### config.mk
export PLATFORM = sky130hd
export DESIGN_NAME = cpu_wb_master
export DESIGN_NICKNAME = d
export VERILOG_FILES = /design/src/rtl/cpu_wb_master.sv
export SDC_FILE = /design/constraint.sdc
export NUM_CORES = 1
export LEC_CHECK = 0
export ABC_AREA = 1
export ABC_CLOCK_PERIOD_IN_PS = 1500
export CORE_MARGIN = 2
export CORE_UTILIZATION = 25
export CTS_CLUSTER_DIAMETER = 60
export DETAILED_ROUTE_END_ITERATION = 10
export DONT_BUFFER_PORTS = 1
export GPL_ROUTABILITY_DRIVEN = 0
export PLACE_DENSITY = 0.52
export SLEW_MARGIN = 20
export SYNTH_ARGS = -nofsm -noshare
export SYNTH_HDL_FRONTEND = slang
export SYNTH_SLANG_ARGS = --single-unit
### constraint.sdc
create_clock -name wb_clk -period 1.5 [get_ports wb_clk]
set_clock_uncertainty 0.2 [all_clocks]
set_input_delay 0.3 -clock wb_clk [delete_from_list [all_inputs] [get_ports wb_clk]]
set_output_delay 0.3 -clock wb_clk [all_outputs]
set_load 0.1 [all_outputs]
### src/rtl/cpu_wb_master.sv
// ----------------------------------------------------------------------------
// cpu_wb_master
//
// Wishbone B3 classic single-cycle master. It executes one CPU-bus request
// from the PC/UART packet decoder: the request is captured on cpu_start, one
// read or write cycle runs on the system bus, and cpu_active stays high until
// that cycle terminates. Slave retries are re-issued up to RETRY_MAX times.
// Errors, exhausted retries and (optionally) a watchdog timeout complete the
// request with bus_error set, so the PC link never hangs on a dead slave.
//
// Build option:
//   CPU_WB_TIMEOUT_EN  - when defined, a watchdog aborts a BUS phase that has
//                        seen no response for TIMEOUT cycles. When undefined,
//                        no counter is built and BUS waits indefinitely.
//
// Parameters:
//   dw        data width (selection stays 4 bits)
//   aw        address width
//   RETRY_MAX number of wb_rty_i re-issues before the request is failed
//   TIMEOUT   watchdog limit in clock cycles (used only with the macro)
//
// Ports:
//   wb_clk, wb_rst_n       clock (rising edge), async active-low reset
//   cpu_address/selection/write/data_wr, cpu_start   request from decoder
//   cpu_data_rd            read result, held until the next request completes
//   cpu_active             high while a request is in flight
//   bus_error              status of the last request (err/retry/timeout)
//   wb_adr_o .. wb_stb_o   registered Wishbone master outputs
//   wb_cti_o, wb_bte_o     tied to classic cycle / linear burst
//   wb_dat_i, wb_ack_i, wb_err_i, wb_rty_i   slave responses
// ----------------------------------------------------------------------------
module cpu_wb_master #(
  parameter int dw        = 32,
  parameter int aw        = 32,
  parameter int RETRY_MAX = 4,
  parameter int TIMEOUT   = 1023
) (
  input  logic          wb_clk,
  input  logic          wb_rst_n,
  // CPU request side
  input  logic [aw-1:0] cpu_address,
  input  logic          cpu_start,
  input  logic [3:0]    cpu_selection,
  input  logic          cpu_write,
  input  logic [dw-1:0] cpu_data_wr,
  output logic [dw-1:0] cpu_data_rd,
  output logic          cpu_active,
  output logic          bus_error,
  // Wishbone master side
  output logic [aw-1:0] wb_adr_o,
  output logic [dw-1:0] wb_dat_o,
  output logic [3:0]    wb_sel_o,
  output logic          wb_we_o,
  output logic          wb_cyc_o,
  output logic          wb_stb_o,
  output logic [2:0]    wb_cti_o,
  output logic [1:0]    wb_bte_o,
  input  logic [dw-1:0] wb_dat_i,
  input  logic          wb_ack_i,
  input  logic          wb_err_i,
  input  logic          wb_rty_i
);

  localparam int RtyW = (RETRY_MAX > 0) ? $clog2(RETRY_MAX + 1) : 1;
  localparam logic [dw-1:0] ErrData = dw'(32'hDEAD_BEEF);

  typedef enum logic [1:0] {
    ST_IDLE,
    ST_BUS,
    ST_RETRY,
    ST_DONE
  } state_t;

  state_t          r_state, w_state_nxt;
  logic [aw-1:0]   r_adr,   w_adr_nxt;
  logic [dw-1:0]   r_dat,   w_dat_nxt;
  logic [3:0]      r_sel,   w_sel_nxt;
  logic            r_we,    w_we_nxt;
  logic            r_cyc,   w_cyc_nxt;
  logic [dw-1:0]   r_rd,    w_rd_nxt;
  logic            r_active, w_active_nxt;
  logic            r_err,   w_err_nxt;
  logic [RtyW-1:0] r_rty,   w_rty_nxt;
  logic            w_tmo_hit;

`ifdef CPU_WB_TIMEOUT_EN
  // Watchdog: counts BUS cycles of the current phase, restarts in every
  // other state (so each retry gets a fresh budget) and holds at the limit.
  localparam int TmoW = (TIMEOUT > 0) ? $clog2(TIMEOUT + 1) : 1;

  logic [TmoW-1:0] r_tmo, w_tmo_nxt;

  assign w_tmo_hit = (r_tmo == TmoW'(TIMEOUT));

  always_comb begin
    w_tmo_nxt = '0;
    if (r_state == ST_BUS) begin
      w_tmo_nxt = w_tmo_hit ? r_tmo : r_tmo + 1'b1;
    end
  end

  always_ff @(posedge wb_clk or negedge wb_rst_n) begin
    if (!wb_rst_n) begin
      r_tmo <= '0;
    end else begin
      r_tmo <= w_tmo_nxt;
    end
  end
`else
  // No watchdog: BUS waits for a slave response forever. The named-unused
  // net keeps the TIMEOUT parameter referenced in this build.
  logic w_unused_timeout;

  assign w_tmo_hit        = 1'b0;
  assign w_unused_timeout = (TIMEOUT != 0);
`endif

  // Next-state and next-register-value logic.
  // NOTE: every signal gets its default (hold) value first so that no path
  // through the case statement leaves one unassigned and infers a latch.
  always_comb begin
    w_state_nxt  = r_state;
    w_adr_nxt    = r_adr;
    w_dat_nxt    = r_dat;
    w_sel_nxt    = r_sel;
    w_we_nxt     = r_we;
    w_cyc_nxt    = r_cyc;
    w_rd_nxt     = r_rd;
    w_active_nxt = r_active;
    w_err_nxt    = r_err;
    w_rty_nxt    = r_rty;

    unique case (r_state)
      ST_IDLE: begin
        if (cpu_start) begin
          w_adr_nxt    = cpu_address;
          w_dat_nxt    = cpu_data_wr;
          w_sel_nxt    = cpu_selection;
          w_we_nxt     = cpu_write;
          w_cyc_nxt    = 1'b1;
          w_active_nxt = 1'b1;
          w_err_nxt    = 1'b0;
          w_state_nxt  = ST_BUS;
        end
      end

      ST_BUS: begin
        // Response priority: err > ack > rty > watchdog.
        if (wb_err_i) begin
          w_cyc_nxt   = 1'b0;
          w_err_nxt   = 1'b1;
          w_rd_nxt    = r_we ? r_rd : ErrData;
          w_state_nxt = ST_DONE;
        end else if (wb_ack_i) begin
          w_cyc_nxt   = 1'b0;
          w_rd_nxt    = r_we ? r_rd : wb_dat_i;
          w_state_nxt = ST_DONE;
        end else if (wb_rty_i) begin
          w_cyc_nxt = 1'b0;
          if (r_rty < RtyW'(RETRY_MAX)) begin
            w_rty_nxt   = r_rty + 1'b1;
            w_state_nxt = ST_RETRY;
          end else begin
            w_err_nxt   = 1'b1;
            w_rd_nxt    = r_we ? r_rd : ErrData;
            w_state_nxt = ST_DONE;
          end
        end else if (w_tmo_hit) begin
          w_cyc_nxt   = 1'b0;
          w_err_nxt   = 1'b1;
          w_rd_nxt    = r_we ? r_rd : ErrData;
          w_state_nxt = ST_DONE;
        end
      end

      // One idle cycle with cyc/stb low, then re-issue the latched request.
      ST_RETRY: begin
        w_cyc_nxt   = 1'b1;
        w_state_nxt = ST_BUS;
      end

      // cpu_active falls here, one cycle after the bus cycle ended, so the
      // decoder sees data and status already settled.
      ST_DONE: begin
        w_active_nxt = 1'b0;
        w_rty_nxt    = '0;
        w_state_nxt  = ST_IDLE;
      end

      default: begin
        w_cyc_nxt    = 1'b0;
        w_active_nxt = 1'b0;
        w_rty_nxt    = '0;
        w_state_nxt  = ST_IDLE;
      end
    endcase
  end

  // NOTE: sequential state uses non-blocking assignments so every register
  // samples its next value from the same pre-edge snapshot.
  always_ff @(posedge wb_clk or negedge wb_rst_n) begin
    if (!wb_rst_n) begin
      r_state  <= ST_IDLE;
      r_adr    <= '0;
      r_dat    <= '0;
      r_sel    <= '0;
      r_we     <= 1'b0;
      r_cyc    <= 1'b0;
      r_rd     <= '0;
      r_active <= 1'b0;
      r_err    <= 1'b0;
      r_rty    <= '0;
    end else begin
      r_state  <= w_state_nxt;
      r_adr    <= w_adr_nxt;
      r_dat    <= w_dat_nxt;
      r_sel    <= w_sel_nxt;
      r_we     <= w_we_nxt;
      r_cyc    <= w_cyc_nxt;
      r_rd     <= w_rd_nxt;
      r_active <= w_active_nxt;
      r_err    <= w_err_nxt;
      r_rty    <= w_rty_nxt;
    end
  end

  assign cpu_data_rd = r_rd;
  assign cpu_active  = r_active;
  assign bus_error   = r_err;
  assign wb_adr_o    = r_adr;
  assign wb_dat_o    = r_dat;
  assign wb_sel_o    = r_sel;
  assign wb_we_o     = r_we;
  assign wb_cyc_o    = r_cyc;
  assign wb_stb_o    = r_cyc;   // single-cycle master: stb always tracks cyc
  assign wb_cti_o    = 3'b000;
  assign wb_bte_o    = 2'b00;

endmodule

==> run metrics, run 1 <==
Hold Violations, Final=109; Total Routing Usage GR=14.4%; DP HPWL=8570 um; chip width=139 um; worst relative slew slack=62.0%; GRT Max-Usage Layer=met2; Final nets=883; Critical Path End Type=primary output; initial antenna violation count=0; register area share after synthesis=about three fifths; Max Fclk=0.596 GHz; Clock transition at path regs=0.08 ns; R2R setup slack=-0.08 ns; via count=roughly 4,600; Hold WS=-0.571 ns; Ant. Diodes=0; Worst EP required=1.00 ns; Starting DRT DRC Count=132; met1 GRT Util=17.3%; Starting Density=25.4%; first-pass GRT wire length=roughly 22,000 um; # fillers=1,547; GR Util met3=3.49%; final wirelength=about 18,000 um; H-tree lvl count=3; Root Buffer=clkbuf_16; DR pass1 iterations=4; clk buf depth=2; hold_buf cts=104; core area=0.0179 mm^2; worst slack at placement=-0.0903 ns; PortBufs=0; Clock Latency Late Sink=0.36 ns; critical path type=reg -> out; failing checks=negative hold slack, negative setup slack; post-synthesis average cell area=around 8.5 um^2; Die Y=139 um; Final period util=112%; status=complete, but fails checks; Final WS setup=-0.177 ns; Worst EP arrival=1.18 ns; area grow syn2layout=97.3%; Avg WL per Cell=~18 um; Final ANT Viol Nets=0; Critical Path Start Type=flip-flop; CTS Sinks=109; Syn Std Cell Area=0.00455 mm^2; CTS tree=built; Max Slew Vio Count=0; ys flop type=dfrtp_1; Setup-failing EPs final=71; DR DRC count=0; Max Cap Violations=0; M2 GR Usage=roughly a quarter; RSZ-0062 raised after global routing=true; layout cells sized above 1=around 47%; die area=0.0193 mm^2; boundary pin count=217; crit path time final=1.68 ns; Post-synth EDFFs=0; largest net degree at the start of global routing=between 100 and 150; GR Overflow Total=0; row count=49; crit-path max FO=3; vias in the first global route=~4,500; worst slew pin tran=between 0.5 and 0.6 ns; Avg Vias per Cell=4.56; HP Class=in -> async; synthesis-stage register bit count=109; unique cell type count in the Yosys netlist=22; CTS buffer count=9; synth warn=0; ys async rst share=100%; Mapped Cells=roughly 530
==> path summary, 6_finish.rpt <==
check                                  endpoint  cells past startpoint        start
worst max-delay path                   wb_cyc_o                      0     wb_cyc_o
worst min-delay path             cpu_data_rd[2]                      0     wb_rst_n
worst max register to register  cpu_data_rd[19]                      6      wb_we_o
worst min register to register         r_rty[1]                      2     r_rty[1]
max in group asynchronous           wb_adr_o[9]                      0     wb_rst_n
min in group wb_clk              cpu_data_rd[0]                      3  wb_dat_i[0]
==> registers in the layout, indices dropped and copies added, names as in the netlist <==
name	count
wb_we_o	1
wb_sel_o	4
r_rty	3
bus_error	1
wb_cyc_o	1
r_state	2
cpu_active	1
wb_dat_o	32
cpu_data_rd	32
wb_adr_o	32
==> logic make-up after synthesis <==
kind of cell               after synthesis  synth area share (%)
buffers and inverters                   42                  4.79
DFF                                    109                  60.0
other                                    1                0.0825
xor gates and xnor gates                 1                 0.193
adders and majority gates                1                 0.275
AOI/OAI and AO/OA                        6                 0.743
and+or+nand+nor                        373                  33.9
==> layout make-up <==
cell class	count	area, um^2	share of cell area (%)
timing repair buffer	257	3250	36.2
clock buffer	9	225	2.51
sequential	109	2740	30.6
multi-input combinational	386	2330	25.9
tap	229	287	3.19
clock inverter	7	82.6	0.920
inverter	12	61.3	0.683
==> routing by layer <==
metal  routed length (um)  up-vias
met5                    0        -
met4                  579        0
met3                 1040       39
met2                 9540      191
met1                 7080     2256
li1                     -     2115
==> what timing repair did <==
item,in CTS,in global routing
setup buffers,3,8
pin swaps,1,60
setup endpoints to repair,115,149
resized for setup,47,287
gates cloned,1,24
endpoints found under the hold margin,213,109
==> through the flow <==
stage          setup TNS [ns]  cells  hold WS [ns]  cell area [um^2]  utilization, %
2_1_floorplan          -0.820    537        -0.196              4580               -
3_3_place_gp         -0.00347    853        -0.192              5900            32.9
3_5_place_dp            -3.40    853        -0.192              5900            32.9
4_1_cts                -0.447    977        -0.591              7470            41.8
5_1_grt                 -8.11   1009        -0.594              8970            50.1
6_report                -2.47   1009        -0.571              8970            50.1
==> cells in the final DEF, fill, tap and decap left out, drive strengths merged <==
cell         instances
inv                 15
dlygate4sd3        104
dfrtp              109
nor3                 2
xnor2                1
clkbuf              23
or2                 24
clkinvlp             2
nand3b               8
buf                139
nand2              301
ha                   1
nand3               28
bufinv               1
clkinv               1
a21oi                3
nor2                10
conb                 5
o21ai                3
==> Yosys cell counts (2+ instances only) <==
library cell	instances	area (um^2)
a21oi_1	2	10.0
buf_2	9	45.0
buf_4	7	52.6
buf_6	3	33.8
clkbuf_1	11	41.3
dfrtp_1	109	2730
inv_1	11	41.3
nand2_1	299	1120
nand2_2	2	12.5
nand3_1	28	140
nand3b_1	8	60.1
nor2_1	10	37.5
o21ai_0	2	10.0
or2_2	24	150
Power of run 1 is left out: the tool's default activity adds up to more than one toggle a clock period on the data nets, which glitch-free logic cannot reach.
==> run 2, diff against run 1 <==
Settings changed: SLEW_MARGIN 20 to default.
==> results of run 2 <==
Final layout, timing and power as in run 1 (identical DEF).
Power of run 2 is left out for the same reason.
==> run 3, diff against run 2 <==
Settings changed: CORE_MARGIN 2 to default, CORE_UTILIZATION 25 to 36, PLACE_DENSITY 0.52 to 0.64.
==> run metrics, run 3 (synthesis results as in run 1) <==
status=complete, but fails checks; failing checks=negative hold slack, negative setup slack; Starting DRT DRC Count=between 200 and 300; HP Class=in -> async; RSZ-0062 raised after global routing=true; CTS Sinks=109; DP HPWL=~8000 um; initial antenna violation count=0; Post-Place Cells=791; Worst EP required=1.00 ns; Clock transition at path regs=approximately 0.080 ns; # fillers=between 800 and 900; clk buf depth=2; fin cells=921; commonest non-fill, non-tap cells in the layout=nand2_1, dfrtp_1, dlygate4sd3_1; CTS tree=built; Avg Vias per Cell=4.88; Root Buffer=clkbuf_16; hold_buf cts=between 90 and 100; Worst EP arrival=1.16 ns; final wirelength=17,000 um; Hold WS=-0.554 ns; layout cells sized above 1=40.0%; core area=0.0122 mm^2; Setup-failing EPs final=105; PortBufs=0; DR DRC count=0; R2R setup slack=-0.15 ns; Critical Path Start Type=flip-flop; boundary pin count=217; vias in the first global route=4,491; Starting Density=37.4%; commonest non-fill, non-tap cell in the layout=nand2_1; Final period util=111%; first-pass GRT wire length=between 20,000 and 25,000 um; worst slew pin tran=0.567 ns; Max Cap Violations=0; Hold Violations, Final=109; crit-path max FO=3; Final nets=855; DR pass1 iterations=4; H-tree lvl count=3; Max Fclk=between 0.6 and 0.7 GHz; Avg WL per Cell=18.4 um; largest net degree at the start of global routing=110; die area=0.0131 mm^2; Max Slew Vio Count=0; Clock Latency Late Sink=0.35 ns; CTS buffer count=9; Final WS setup=-0.158 ns; worst relative slew slack=62.2%; crit path time final=~1.7 ns; Critical Path End Type=primary output; Die Y=around 110 um; via count=4,493; chip width=114 um; worst slack at placement=-0.00561 ns; GR Overflow Total=0; critical path type=reg -> out; row count=40; Final ANT Viol Nets=0; Total Routing Usage GR=21.9%; Post-Route Utilization=between 60% and 70%; area grow syn2layout=78.8%
-- run 3: cell types whose count changed in the layout (fill, tap and decap cells not counted), moves of 6 or more --
| cell | previous run | this run |
|---|---|---|
| dlygate4sd3_1 | 104 | 91 |
| nand2_2 | 102 | 71 |
| nand2_1 | 140 | 190 |
| buf_6 | 84 | 51 |
| nand2_4 | 59 | 40 |
| buf_4 | 15 | 46 |
| buf_12 | 32 | 26 |
-- run 3: layout make-up --
class / instances / area, um^2 / area share [%]
sequential: 109 / 2740 / 33.7
timing repair buffer: 228 / 2680 / 32.9
multi-input combinational: 386 / 2100 / 25.9
clock buffer: 13 / 260 / 3.20
tap: 168 / 210 / 2.58
clock inverter: 3 / 68.8 / 0.846
inverter: 12 / 57.6 / 0.708
timing repair inverter: 1 / 11.3 / 0.138
antenna: 1 / 2.50 / 0.0308
-- run 3: what timing repair did --
item,in CTS,in global routing
pin swaps,2,31
cloned,3,14
hold endpoints to repair,200,109
buffers inserted,5,2
resized for setup,12,223
setup endpoints to repair,11,139
-- run 3: routing by layer --
metal | track usage [%] | wire length (um)
met5 | 0 | 0
met4 | 8.31 | 477
met3 | 5.40 | 1440
met2 | 38.8 | 8760
met1 | 25.7 | 6280
-- run 3: final timing paths --
path / from / cells past startpoint / end
min: wb_rst_n / 0 / wb_dat_o[4]
min reg2reg: r_rty[1] / 2 / r_rty[1]
max in group asynchronous: wb_rst_n / 0 / r_state[1]
min in group wb_clk: wb_dat_i[21] / 3 / cpu_data_rd[21]
max reg2reg: r_state[1] / 6 / wb_sel_o[2]
max: wb_cyc_o / 0 / wb_cyc_o
-- run 3: metrics by stage --
stage / instance area [um^2] / TNS [ns]
after floorplan: 4580 / -0.820
after global placement: 5750 / 0
after detailed placement: 5750 / -0.00561
after CTS: 7150 / -0.909
after global routing: 8130 / -13.34
final: 8130 / -7.42
-- run 3: worst reg2reg max path, delay by kind of cell (launching register included) --
family                 cells  cell delay (ns)
buffers and inverters      3             0.49
DFF                        1             0.44
and+or+nand+nor            3             0.41
Power of run 3 is left out for the same reason.
